### config.mk
export PLATFORM = sky130hd
export DESIGN_NAME = key_select_ctrl_flat
export DESIGN_NICKNAME = d
export VERILOG_FILES = /design/src/rtl/key_select_ctrl_if.sv /design/src/rtl/key_select_ctrl.sv /design/src/flat_wrapper.sv
export SDC_FILE = /design/constraint.sdc
export NUM_CORES = 1
export LEC_CHECK = 0
export BUFFER_PORTS_ARGS = -buffer_cell sky130_fd_sc_hd__buf_2
export CAP_MARGIN = 20
export CORE_ASPECT_RATIO = 1.1
export CORE_MARGIN = 3
export CORE_UTILIZATION = 60
export CTS_CLUSTER_SIZE = 30
export DETAILED_ROUTE_END_ITERATION = 16
export PLACE_DENSITY = 0.87
export SYNTH_ARGS = -nofsm -noshare
export SYNTH_HDL_FRONTEND = slang
export SYNTH_SLANG_ARGS = --single-unit
### constraint.sdc
create_clock -name ClkPort -period 5.6 [get_ports ClkPort]
set_clock_uncertainty 0.2 [all_clocks]
set_input_delay 1.68 -clock ClkPort [delete_from_list [all_inputs] [get_ports ClkPort]]
set_output_delay 1.68 -clock ClkPort [all_outputs]
set_load 0.01 [all_outputs]
### src/rtl/key_select_ctrl_if.sv
// Button inputs and highlight/status outputs of the key selection controller.
// The board side uses master, the controller uses slave.
interface key_select_ctrl_if #(
    parameter int NUM_KEYS = 12
);
    logic                        btn_next;
    logic                        btn_prev;
    logic                        btn_mode;
    logic [NUM_KEYS-1:0]         keySelect;
    logic [$clog2(NUM_KEYS)-1:0] root_idx;
    logic [1:0]                  chord_mode;
    logic                        sel_changed;

    modport master (
        output btn_next, btn_prev, btn_mode,
        input  keySelect, root_idx, chord_mode, sel_changed
    );

    modport slave (
        input  btn_next, btn_prev, btn_mode,
        output keySelect, root_idx, chord_mode, sel_changed
    );
endinterface

### src/rtl/key_select_ctrl.sv
// Debounced button control of the chord root and mode, expanded into a
// registered multi-key highlight vector for the VGA key renderer.
module key_select_ctrl #(
    parameter int NUM_KEYS        = 12,
    parameter int DEBOUNCE_CYCLES = 500000,
    parameter int MAJ_THIRD       = 4,
    parameter int MIN_THIRD       = 3,
    parameter int FIFTH           = 7
) (
    input  logic             ClkPort,
    input  logic             Reset_n,
    key_select_ctrl_if.slave bus
);
    localparam int IW = $clog2(NUM_KEYS);
    localparam int CW = $clog2(DEBOUNCE_CYCLES);
    localparam int B_NEXT = 0;
    localparam int B_PREV = 1;
    localparam int B_MODE = 2;

    typedef enum logic [1:0] {
        MODE_SINGLE = 2'd0,
        MODE_MAJOR  = 2'd1,
        MODE_MINOR  = 2'd2
    } mode_e;

    logic [2:0]          raw_s;
    logic [2:0]          sync1_r;
    logic [2:0]          sync2_r;
    logic [2:0]          db_r;
    logic [2:0]          db_d_r;
    logic [2:0]          press_r;
    logic [CW-1:0]       cnt_r [3];

    mode_e               mode_r;
    mode_e               mode_next_s;
    logic [IW-1:0]       root_r;
    logic [IW-1:0]       root_next_s;
    logic [NUM_KEYS-1:0] key_r;
    logic [NUM_KEYS-1:0] key_next_s;
    logic                sel_r;

    // (a + off) mod NUM_KEYS without a divider; a is always below NUM_KEYS
    function automatic logic [IW-1:0] mod_add(input logic [IW-1:0] a, input int unsigned off);
        logic [IW:0] sum;
        sum = {1'b0, a} + (IW+1)'(off);
        if (sum >= (IW+1)'(NUM_KEYS)) begin
            sum = sum - (IW+1)'(NUM_KEYS);
        end else begin
            sum = sum;
        end
        return sum[IW-1:0];
    endfunction

    function automatic logic [NUM_KEYS-1:0] expand(input logic [IW-1:0] root, input mode_e mode);
        logic [NUM_KEYS-1:0] vec;
        vec       = {NUM_KEYS{1'b0}};
        vec[root] = 1'b1;
        case (mode)
            MODE_MAJOR: begin
                vec[mod_add(root, MAJ_THIRD)] = 1'b1;
                vec[mod_add(root, FIFTH)]     = 1'b1;
            end
            MODE_MINOR: begin
                vec[mod_add(root, MIN_THIRD)] = 1'b1;
                vec[mod_add(root, FIFTH)]     = 1'b1;
            end
            default: vec = vec;
        endcase
        return vec;
    endfunction

    assign raw_s = {bus.btn_mode, bus.btn_prev, bus.btn_next};

    // Synchronise, debounce and edge-detect each button
    always_ff @(posedge ClkPort or negedge Reset_n) begin
        if (!Reset_n) begin
            sync1_r <= 3'b000;
            sync2_r <= 3'b000;
            db_r    <= 3'b000;
            db_d_r  <= 3'b000;
            press_r <= 3'b000;
            for (int i = 0; i < 3; i++) begin
                cnt_r[i] <= {CW{1'b0}};
            end
        end else begin
            sync1_r <= raw_s;
            sync2_r <= sync1_r;
            db_d_r  <= db_r;
            press_r <= db_r & ~db_d_r;
            for (int i = 0; i < 3; i++) begin
                if (sync2_r[i] != db_r[i]) begin
                    if (cnt_r[i] == CW'(DEBOUNCE_CYCLES - 1)) begin
                        db_r[i]  <= ~db_r[i];
                        cnt_r[i] <= {CW{1'b0}};
                    end else begin
                        cnt_r[i] <= cnt_r[i] + CW'(1);
                    end
                end else begin
                    cnt_r[i] <= {CW{1'b0}};
                end
            end
        end
    end

    // Root stepping; opposing presses in the same cycle cancel
    always_comb begin
        root_next_s = root_r;
        if (press_r[B_NEXT] && !press_r[B_PREV]) begin
            root_next_s = (root_r == IW'(NUM_KEYS - 1)) ? {IW{1'b0}} : root_r + IW'(1);
        end else if (press_r[B_PREV] && !press_r[B_NEXT]) begin
            root_next_s = (root_r == {IW{1'b0}}) ? IW'(NUM_KEYS - 1) : root_r - IW'(1);
        end else begin
            root_next_s = root_r;
        end
    end

    // Chord mode next state; the unused encoding falls back to SINGLE
    always_comb begin
        mode_next_s = mode_r;
        case (mode_r)
            MODE_SINGLE: mode_next_s = press_r[B_MODE] ? MODE_MAJOR  : MODE_SINGLE;
            MODE_MAJOR:  mode_next_s = press_r[B_MODE] ? MODE_MINOR  : MODE_MAJOR;
            MODE_MINOR:  mode_next_s = press_r[B_MODE] ? MODE_SINGLE : MODE_MINOR;
            default:     mode_next_s = press_r[B_MODE] ? MODE_MAJOR  : MODE_SINGLE;
        endcase
    end

    assign key_next_s = expand(root_next_s, mode_next_s);

    // Selection state and change pulse, all updated on the same edge
    always_ff @(posedge ClkPort or negedge Reset_n) begin
        if (!Reset_n) begin
            mode_r <= MODE_SINGLE;
            root_r <= {IW{1'b0}};
            key_r  <= {{(NUM_KEYS-1){1'b0}}, 1'b1};
            sel_r  <= 1'b0;
        end else begin
            mode_r <= mode_next_s;
            root_r <= root_next_s;
            key_r  <= key_next_s;
            sel_r  <= (key_next_s != key_r);
        end
    end

    assign bus.keySelect   = key_r;
    assign bus.root_idx    = root_r;
    assign bus.chord_mode  = mode_r;
    assign bus.sel_changed = sel_r;
endmodule

### src/flat_wrapper.sv
// flat-port wrapper written by rule: the top's interface ports become plain ports
module key_select_ctrl_flat 
#(
    parameter int NUM_KEYS        = 12,
    parameter int DEBOUNCE_CYCLES = 500000,
    parameter int MAJ_THIRD       = 4,
    parameter int MIN_THIRD       = 3,
    parameter int FIFTH           = 7
)
  (ClkPort, Reset_n, bus_btn_next, bus_btn_prev, bus_btn_mode, bus_keySelect, bus_root_idx, bus_chord_mode, bus_sel_changed);
  key_select_ctrl_if #(.NUM_KEYS(NUM_KEYS)) bus_i ();
  input  logic ClkPort;
  input  logic Reset_n;
  input wire logic [$bits(bus_i.btn_next)-1:0] bus_btn_next;
  input wire logic [$bits(bus_i.btn_prev)-1:0] bus_btn_prev;
  input wire logic [$bits(bus_i.btn_mode)-1:0] bus_btn_mode;
  output wire logic [$bits(bus_i.keySelect)-1:0] bus_keySelect;
  output wire logic [$bits(bus_i.root_idx)-1:0] bus_root_idx;
  output wire logic [$bits(bus_i.chord_mode)-1:0] bus_chord_mode;
  output wire logic [$bits(bus_i.sel_changed)-1:0] bus_sel_changed;
  assign bus_i.btn_next = bus_btn_next;
  assign bus_i.btn_prev = bus_btn_prev;
  assign bus_i.btn_mode = bus_btn_mode;
  assign bus_keySelect = bus_i.keySelect;
  assign bus_root_idx = bus_i.root_idx;
  assign bus_chord_mode = bus_i.chord_mode;
  assign bus_sel_changed = bus_i.sel_changed;
  key_select_ctrl #(.NUM_KEYS(NUM_KEYS), .DEBOUNCE_CYCLES(DEBOUNCE_CYCLES), .MAJ_THIRD(MAJ_THIRD), .MIN_THIRD(MIN_THIRD), .FIFTH(FIFTH)) u_core (.ClkPort(ClkPort), .Reset_n(Reset_n), .bus(bus_i));
endmodule
Yosys cells after proc, flatten, opt, wreduce, memory -nomap -nowiden
Index checks and enable logic that the tools add are counted.
{"block": "op_classes", "muxes": 32, "bitwise": 9, "n_lt_le_gt_ge": 13, "n_reduce_logical": 13, "eq_ne": 12, "add_sub_neg": 11}
{"op": "$mux W19", "n": 6}
{"op": "$add A19 B1 Y19 const B", "n": 3}
{"op": "$eq A19 B19 Y1 const B", "n": 3}
{"op": "$or A12 B12 Y12", "n": 4}
{"op": "$mux W4", "n": 11}
{"op": "$lt A4 B5 Y1 const B", "n": 5}
{"op": "$pmux W12 S2", "n": 1}
{"op": "$demux W1 S4", "n": 5}
{"op": "$ge A4 B1 Y1 const B", "n": 5}
{"op": "$ge A5 B4 Y1 const B", "n": 3}
{"op": "$ne A12 B12 Y1", "n": 1}
{"op": "$sub A4 B4 Y4 const B", "n": 3}
{"op": "$add A4 B3 Y5 const B", "n": 2}
{"op": "$logic_and A1 B1 Y1", "n": 7}
{"op": "$mux W1", "n": 6}
{"op": "$reduce_and A2 Y1", "n": 3}
{"op": "$add A4 B2 Y5 const B", "n": 1}
{"op": "$add A4 B1 Y4 const B", "n": 1}
{"op": "$eq A2 B1 Y1 const B", "n": 2}
{"op": "$eq A2 B2 Y1 const B", "n": 2}
{"op": "$eq A4 B4 Y1 const B", "n": 1}
{"op": "$logic_not A4 Y1", "n": 1}
{"op": "$mux W2", "n": 2}
{"op": "$pmux W2 S2", "n": 1}
{"op": "other kinds (6)", "n": 11}
{"block": "totals", "input_bits": 5, "register_bits": 91, "wordCells": 104}

Logic depth before layout (Yosys ltp)
Gate-level depths: netlist of the first run.
{"block": "logic_depth", "ltp_word": 16, "depth_mapped": 18, "ltp_nobuf": 18}

Worst setup path after synthesis of the first run
OpenSTA, ideal clock, no wires.
{"block": "synth_timing", "path_kind": "reg-to-reg", "start": "reg u_core.root_r[0] (netlist: u_core.bus.root_idx[0])", "end": "reg u_core.sel_r (netlist: u_core.bus.sel_changed)", "setup_time_ps": 129, "slack_ps": 1398, "stages_incl_launch_ff": 17, "t_arrival_ps": 3874, "path_cell_list": "dfrtp_1 -> ha_1 -> nand2b_1 -> o311ai_0 -> and3_1 -> nor2_1 -> ha_1 -> buf_1 -> and3b_1 -> o2bb2ai_1 -> or4_1 -> o32ai_1 -> a311o_1 -> a31o_1 -> mux2i_1 -> o2111ai_1 -> a2111o_1"}
{"block": "synth_between", "elab_chain_cells": 16}
{"element": "from (decl)", "line": "key_select_ctrl.sv:36", "source": "logic [IW-1:0] root_r;"}
{"element": "from (signal assigned)", "line": "key_select_ctrl.sv:134", "source": "root_r <= {IW{1'b0}};"}
{"element": "from (signal assigned)", "line": "key_select_ctrl.sv:139", "source": "root_r <= root_next_s;"}
{"element": "$sub A4 B1 Y4 / $logic_not A4 Y1 (equally long branches)", "line": "key_select_ctrl.sv:111", "source": "root_next_s = (root_r == {IW{1'b0}}) ? IW'(NUM_KEYS - 1) : root_r - IW'(1);"}
{"element": "$mux W4", "line": "key_select_ctrl.sv:111"}
{"element": "$mux W4", "line": "key_select_ctrl.sv:110", "source": "end else if (press_r[B_PREV] && !press_r[B_NEXT]) begin"}
{"element": "$mux W4 (*)", "line": "key_select_ctrl.sv:108", "source": "if (press_r[B_NEXT] && !press_r[B_PREV]) begin"}
{"element": "named net u_core.root_next_s[3]", "line": "key_select_ctrl.sv:37", "source": "logic [IW-1:0] root_next_s;"}
{"element": "$add A4 B2 Y5 / $add A4 B3 Y5 (equally long branches)", "line": "key_select_ctrl.sv:45", "source": "sum = {1'b0, a} + (IW+1)'(off);"}
{"element": "$sub A4 B4 Y4 / $ge A5 B4 Y1 (equally long branches)", "line": "key_select_ctrl.sv:47, key_select_ctrl.sv:46"}
{"element": "$mux W4", "line": "key_select_ctrl.sv:46", "source": "if (sum >= (IW+1)'(NUM_KEYS)) begin"}
{"element": "$mux W4", "line": "key_select_ctrl.sv:58", "source": "case (mode)"}
{"element": "$lt A4 B5 Y1 (not written as such), or another cell as far along", "line": "key_select_ctrl.sv:64", "source": "vec[mod_add(root, MIN_THIRD)] = 1'b1;"}
{"element": "$logic_and A1 B1 Y1, on equally long branches", "line": "key_select_ctrl.sv:64, key_select_ctrl.sv:60"}
{"element": "$mux W1, on equally long branches", "line": "key_select_ctrl.sv:64, key_select_ctrl.sv:60"}
{"element": "$demux W1 S4"}
{"element": "$or A12 B12 Y12 (no line) (2 in series)"}
{"element": "$pmux W12 S2 (*)", "line": "key_select_ctrl.sv:58"}
{"element": "$ne A12 B12 Y1 (*)", "line": "key_select_ctrl.sv:141", "source": "sel_r <= (key_next_s != key_r);"}
{"element": "to (signal assigned)", "line": "key_select_ctrl.sv:141"}
{"element": "to (decl)", "line": "key_select_ctrl.sv:40", "source": "logic sel_r;"}
The timed path passes the listed nets; every way through them passes the cells marked *. The select of a mux whose other input is x is not followed.
A chain may end at the register's enable or synchronous reset.

Worst setup path after layout of the first run
Ends and elaborated chain as after synthesis.

==> results of run 1 <==
-- final cells by class --
class                      count  area (um^2)
clock buffer                  10        127.6
inverter                      22        87.58
sequential                    91         2278
tap                          111        138.9
fill                         692         2831
clock inverter                 6        48.80
timing repair buffer          28        175.2
multi-input combinational    447         2851
-- critical path, stage by stage (launching register included) --
cell and delay [ns]:
dfrtp_1 0.47, ha_1 0.28, nand2b_1 0.09, o311ai_0 0.21
and3_1 0.29, nor2_1 0.55, ha_1 0.36, nand2b_1 0.14
o21ai_0 0.39, a21boi_0 0.45, a21boi_0 0.23, o2bb2ai_1 0.20
nor4_2 0.17, o211ai_1 0.15, nor4_2 0.29, o2111ai_1 0.16
a2111o_1 0.31
-- cells in the mapped netlist (14+ instances only) --
master,number
nand3_1,34
inv_1,18
clkbuf_1,18
o21ai_0,17
nand2_1,48
xor2_1,31
xnor2_1,20
ha_1,14
or3_1,14
a21oi_1,23
dfrtp_1,90
nor2_1,78
-- power by group through the flow --
stage | combinational, mW | sequential (mW) | clock (mW)
floorplan | 0.0154 | 0.682 | 0
global placement | 0.0309 | 0.683 | 0
detailed placement | 0.0320 | 0.684 | 0
CTS | 0.0323 | 0.671 | 0.412
global route | 0.0390 | 0.672 | 0.442
finish | 0.0335 | 0.671 | 0.408
-- per-layer routing --
metal	track usage	routed length, um
met5	0	0
met4	0.09756	341
met3	0.04320	647
met2	0.4341	6180
met1	0.3505	5294
-- flip-flops by register name, indices dropped and copies added, names as in the netlist --
name	count
u_core.bus.keySelect	12
u_core.bus.chord_mode	2
u_core.press_r	3
u_core.sync2_r	3
u_core.db_d_r	3
u_core.sync1_r	3
u_core.bus.root_idx	4
u_core.db_r	3
u_core.bus.sel_changed	1
u_core.cnt_r	57
-- metrics by stage --
step | hold WS, ns | total power, mW | setup WS [ns] | util | area [um^2]
finish | 0.1573 | 1.112 | 0.5577 | 0.6684 | 5708
floorplan | 0.1312 | 0.6976 | 1.398 | - | 5358
global route | 0.1669 | 1.153 | 0.1556 | 0.6684 | 5708
global placement | 0.1347 | 0.7138 | 0.8254 | 0.6445 | 5504
CTS | 0.1608 | 1.114 | 0.6423 | 0.6652 | 5680
detailed placement | 0.1412 | 0.7157 | 0.7718 | 0.6445 | 5504
-- cell families after synthesis --
family	share of synthesized area
flip-flops	0.4253
XOR/XNOR	0.08337
buffers and inverters	0.04250
multiplexers	0.01238
adder cells (fa/ha/maj)	0.03270
AO/OA/AOI/OAI	0.1562
AND/OR/NAND/NOR	0.2475
-- how the worst max path moves through the flow --
stage / start / to / slack, ns / cells after the start
after floorplan: u_core.bus.root_idx[0] / u_core.bus.sel_changed / 1.40 / 16
after global placement: u_core.bus.root_idx[0] / u_core.bus.sel_changed / 0.83 / 16
after detailed placement: u_core.press_r[0] / u_core.bus.sel_changed / 0.77 / 15
after CTS: u_core.press_r[0] / u_core.bus.sel_changed / 0.64 / 15
after global routing: u_core.bus.root_idx[0] / u_core.bus.sel_changed / 0.16 / 16
final: u_core.bus.root_idx[0] / u_core.bus.sel_changed / 0.56 / 16
==> reports/results.tsv, run 1 <==
stage	metric	value	unit
synthesis	syn_inst	589	
synthesis	synth-seq-cells	91	
final_layout	fin_cells	715	
route	initialDrtViolationCount	436	
setup_path	worstSetupEndpointType	register	
final_layout	num-nets-final	618	
sta	worst_pin_slew	0.7615	ns
pwr	comb_power_share	0.030	
clock_tree	cts_inserted_buffers	9	
global_route	grt_pass1_vias	4428	
die	io_pins	24	
global_route	track_usage	0.2652	
pwr	switching_share	0.2446	
pwr	power_frac_clock	0.367	
sta	slew-limit-headroom	0.4923	
setup_path	ff2ff_path_depth	16	
final_layout	drive_gt1_frac	0.1159	
clock_tree	tritoncts	yes	
synthesis	ys.flop_type	dfrtp_1	
setup_path	rr_endpoint	u_core.bus.sel_changed	
setup_path	crit_fanout	10	
sta	hold_violations	0	
pwr	ir_drop	146.3	uV
placed_design	placedCellCount	698	
sta	rsz0062_at_grt	no	
hold_path	hold_end	u_core.sync2_r[2]	
synthesis	synth.largest_area_cell	dfrtp_1	
sta	fin_crit_sh	0.9004	
die	die-area	10100	um^2
clock_tree	clkTransAtPathRegs	0.09	ns
setup_path	reg2reg_slack	0.56	ns
global_route	overflow	0	
setup_path	worst-setup-path-type	reg2reg	
route	route.detailed.drc	0	
die	fp-row-count	35	
clock_tree	clk_latency	0.37	ns
final_layout	syn_to_final_growth	6.539	%
pwr	internal-power	839.7	uW
placed_design	gp_congestion	0.9151	
die	start_util	0.6274	
route	drt-wirelength-per-cell	17.43	um
placed_design	io_buffers	23	
setup_path	start_kind	register	
hold_path	whs_path_depth	0	
die	die_h	105.1	um
final_layout	final_cell_mix	dfrtp_1, nor2_1, nand2_1	
route	viasPerCell	6.295	
setup_path	regToRegStartpoint	u_core.bus.root_idx[0]	
pwr	total_leakage_power	2.466	nW
final_layout	diodes	0	
flow_run	cap_viol_max_count	0	
synthesis	syn-num-nets	608	
placed_design	dp_hpwl	8.764	mm
synthesis	synth-seq-area-share	0.4253	
final_layout	final_common_cell	dfrtp_1	
sta	slew_viol_final	0	
synthesis	synth_top_cell_area_share	0.4204	
clock_tree	ctsHoldBuffers	0	
clock_tree	htree_num_levels	3	
synthesis	netlist_top_cells_area	dfrtp_1, nor2_1, xor2_1	
sta	fin_crit	5.042	ns
pwr	power_density	194.8	nW/um^2
synthesis	netlist-cell-type-count	77	
synthesis	synth_edf_count	0	
hold_path	hold_class	reg2reg	
global_route	grt_max_degree	92	
route	ant_nets	0	
sta	setup_viol	0	
global_route	antenna_found_initial	0	
synthesis	ys_warn_count	0	
pwr	switchingPower	271.9	uW
clock_tree	cts_resized	0	
setup_path	required	5.65	ns
pwr	p_seq_frac	0.603	
route	routed_wl	12.46	mm
setup_path	crit_arrival	5.09	ns
route	vias	4501	
clock_tree	clock_sinks	91	
die	die_w	96.10	um
route	dr.pass1.iters	6	
synthesis	async_flop_share	1.000	
sta	tns	0	ns
clock_tree	post_cts_buffers	0	
die	core-area	8539	um^2
clock_tree	cts_root_buffer	clkbuf_8	
clock_tree	clk_path_buf_depth	2	
sta	fmax	198.3	MHz
synthesis	avgSynthCellArea	9.096	um^2
synthesis	synthesis.area	5358	um^2
hold_path	min_from	u_core.sync1_r[2]	
run_status	outcome	complete, no violations	
global_route	grt_pass1_wl	21.13	mm
Note: power is estimated with default switching activity, not from simulation.
==> inputs of run 2 (changes only) <==
--- a/config.mk
+++ b/config.mk
@@ -7,7 +7,6 @@
 export LEC_CHECK = 0
 export BUFFER_PORTS_ARGS = -buffer_cell sky130_fd_sc_hd__buf_2
 export CAP_MARGIN = 20
-export CORE_ASPECT_RATIO = 1.1
 export CORE_MARGIN = 3
 export CORE_UTILIZATION = 60
 export CTS_CLUSTER_SIZE = 30
==> run 2 against run 1 <==
Non-clock buffer count fell by 1. Clock power up 18%. Via count increased by 0.42%. Utilization rose by 1.0 points. Register-to-register slack improved by 0.09 ns. Largest cell class unchanged.
==> reports/results.tsv, run 2 (same netlist as run 1, synthesis figures left out) <==
stage	metric	value	unit	change
run_status	outcome	complete, no violations		
route	vias	4520		+0.42%
final_layout	final_util	0.6788		+0.01042
clock_tree	post_cts_buffers	0		unchanged
placed_design	dp_hpwl	8.348	mm	-4.8%
final_layout	drive_gt1_frac	0.1161		+0.0001922
clock_tree	ctsHoldBuffers	0		unchanged
final_layout	final_cell_mix	dfrtp_1, nor2_1, nand2_1		
die	core-area	8423	um^2	-1.4%
setup_path	crit_arrival	5.00	ns	-0.09 ns
setup_path	worst-setup-path-type	reg2reg		
global_route	busiest_layer	met2		
setup_path	crit_slowest_cell	nor2_1		
final_layout	largest_register_ffs	57		unchanged
flow_run	cap_viol_max_count	0		unchanged
clock_tree	clk_latency	0.36	ns	about the same
final_layout	diodes	0		unchanged
final_layout	num-nets-final	617		-0.16%
global_route	met2_usage	0.4016		-0.03251
pwr	switchingPower	263.8	uW	-3.0%
final_layout	nFillCells	655		-5.3%
placed_design	dpl-instance-area	5497	um^2	-0.14%
setup_path	slowest_delay	0.57	ns	+0.02 ns
die	io_pins	24		unchanged
clock_tree	clk_path_buf_depth	2		unchanged
placed_design	gp_congestion	0.9707		+6.1%
setup_path	crit_chain	ha_1, nand2b_1, o311ai_0, and3_1, nor2_1, ha_1, nand2b_1, o21ai_0, a21boi_0, a21boi_0, o2bb2ai_1, nor4_2, o211ai_1, nor4_2, o2111ai_1, a2111o_1		
route	routed_wl	11.90	mm	-4.5%
sta	fin_crit_sh	0.8852		-0.01522
die	start_util	0.6361		+0.008667
pwr	p_seq_frac	0.567		-0.036
clock_tree	cts_resized	0		unchanged
clock_tree	cts_root_buffer	clkbuf_8		
route	dr.pass1.iters	6		unchanged
sta	tns	0	ns	unchanged
setup_path	crit_fanout	10		unchanged
clock_tree	htree_num_levels	3		unchanged
clock_tree	cts_inserted_buffers	9		unchanged
die	die_w	100.5	um	+4.6%
hold_path	hold_class	reg2reg		
route	route.detailed.drc	0		unchanged
sta	slew-limit-headroom	0.4654		-0.02694
die	die-area	10100	um^2	about the same
placed_design	io_buffers	23		unchanged
route	ant_nets	0		unchanged
route	viasPerCell	6.384		+1.4%
clock_tree	tritoncts	yes		
global_route	grt_pass1_vias	4426		-0.045%
pwr	switching_share	0.2232		-0.02139
setup_path	path_delay_family	compound AO/OA/AOI/OAI gates		
setup_path	required	5.64	ns	about the same
placed_design	dp_slack	0.7388	ns	-0.03302 ns
sta	whs	0.1525	ns	-0.004736 ns
setup_path	start_kind	register		
die	fp-row-count	33		-5.7%
global_route	antenna_found_initial	0		unchanged
final_layout	regMostFlops	u_core.cnt_r		
pwr	comb_power_share	0.027		-0.003
sta	worst_pin_slew	0.8019	ns	+0.04040 ns
sta	slew_viol_final	0		unchanged
global_route	overflow	0		unchanged
sta	rsz0062_at_grt	no		
die	die_h	100.5	um	-4.4%
pwr	internal-power	918.2	uW	+9.3%
final_layout	postLayoutCellArea	5718	um^2	+0.18%
global_route	grtUsageMet1	0.3277		-0.02276
final_layout	final_common_cell	dfrtp_1		
clock_tree	clock_sinks	91		unchanged
global_route	globalRouteMet3Util	0.03875		-0.004442
global_route	grt_max_degree	65		-29%
sta	hold_violations	0		unchanged
final_layout	syn_to_final_growth	6.726	%	
pwr	ir_drop	166.5	uV	+14%
sta	fin_crit	4.957	ns	-0.08525 ns
clock_tree	clkTransAtPathRegs	0.09	ns	about the same
global_route	track_usage	0.2504		-0.01483
setup_path	critical_path_buf_inv_count	0		unchanged
route	drt-wirelength-per-cell	16.81	um	-3.6%
route	initialDrtViolationCount	309		-29%
pwr	power_density	206.7	nW/um^2	+6.1%
pwr	power_frac_clock	0.406		+0.039
global_route	grt_pass1_wl	20.49	mm	-3.0%
setup_path	worstSetupEndpointType	register		
sta	layout_setup_ws	0.6430	ns	+0.08525 ns
pwr	total_leakage_power	2.476	nW	+0.40%
sta	fmax	201.7	MHz	+1.7%
sta	setup_viol	0		unchanged
## run 2: cell types whose count changed in the layout (fill, tap and decap cells not counted), sizes merged
cell	before	now
inv	24	23
buf	28	27
clkbuf	10	12
clkinv	2	0
bufinv	0	1
## run 2: final cells by class
cell class / count / area (um^2) / share of cell area
repair buffers: 27 / 147.6 / 0.02582
clock inverters: 4 / 56.30 / 0.009847
clock buffers: 12 / 165.2 / 0.02888
multi-input cells: 447 / 2851 / 0.4987
well taps: 105 / 131.4 / 0.02298
flip-flops and latches: 91 / 2278 / 0.3985
inverters: 22 / 87.58 / 0.01532
## run 2: routing by layer
metal	vias up	routed length (um)
li1	2125	-
met1	2176	5026
met2	179	5784
met3	40	699
met4	0	387
met5	-	0
## run 2: final timing paths
kind,start,endpoint,slack [ns],depth (start not counted)
setup / recovery,u_core.bus.root_idx[0],u_core.bus.sel_changed,0.64,16
hold / removal,u_core.sync1_r[2],u_core.sync2_r[2],0.15,0
setup reg to reg,u_core.bus.root_idx[0],u_core.bus.sel_changed,0.64,16
hold reg to reg,u_core.sync1_r[2],u_core.sync2_r[2],0.15,0
max in group asynchronous,Reset_n,u_core.db_r[1],3.12,2
min in group asynchronous,Reset_n,u_core.bus.root_idx[2],1.20,1
## run 2: stage by stage
step / power (mW) / std cells
after global routing: 1.226 / 708
after global placement: 0.7147 / 692
after CTS: 1.194 / 708
after floorplan: 0.6976 / 589
after detailed placement: 0.7171 / 692
final: 1.182 / 708
## run 2: power groups by stage
stage / registers [mW] / clock network [mW] / logic [mW]
global route: 0.672 / 0.516 / 0.0383
global placement: 0.683 / 0 / 0.0317
CTS: 0.671 / 0.490 / 0.0336
floorplan: 0.682 / 0 / 0.0154
detailed placement: 0.684 / 0 / 0.0336
finish: 0.671 / 0.480 / 0.0319
## run 2: worst register-to-register path, delay by kind of cell, from the launching register on
| kind | cells | cell delay, ns |
|---|---|---|
| AOI/OAI and AO/OA | 8 | 2.08 |
| adders and majority gates | 2 | 0.63 |
| DFF | 1 | 0.45 |
| and+or+nand+nor | 6 | 1.49 |
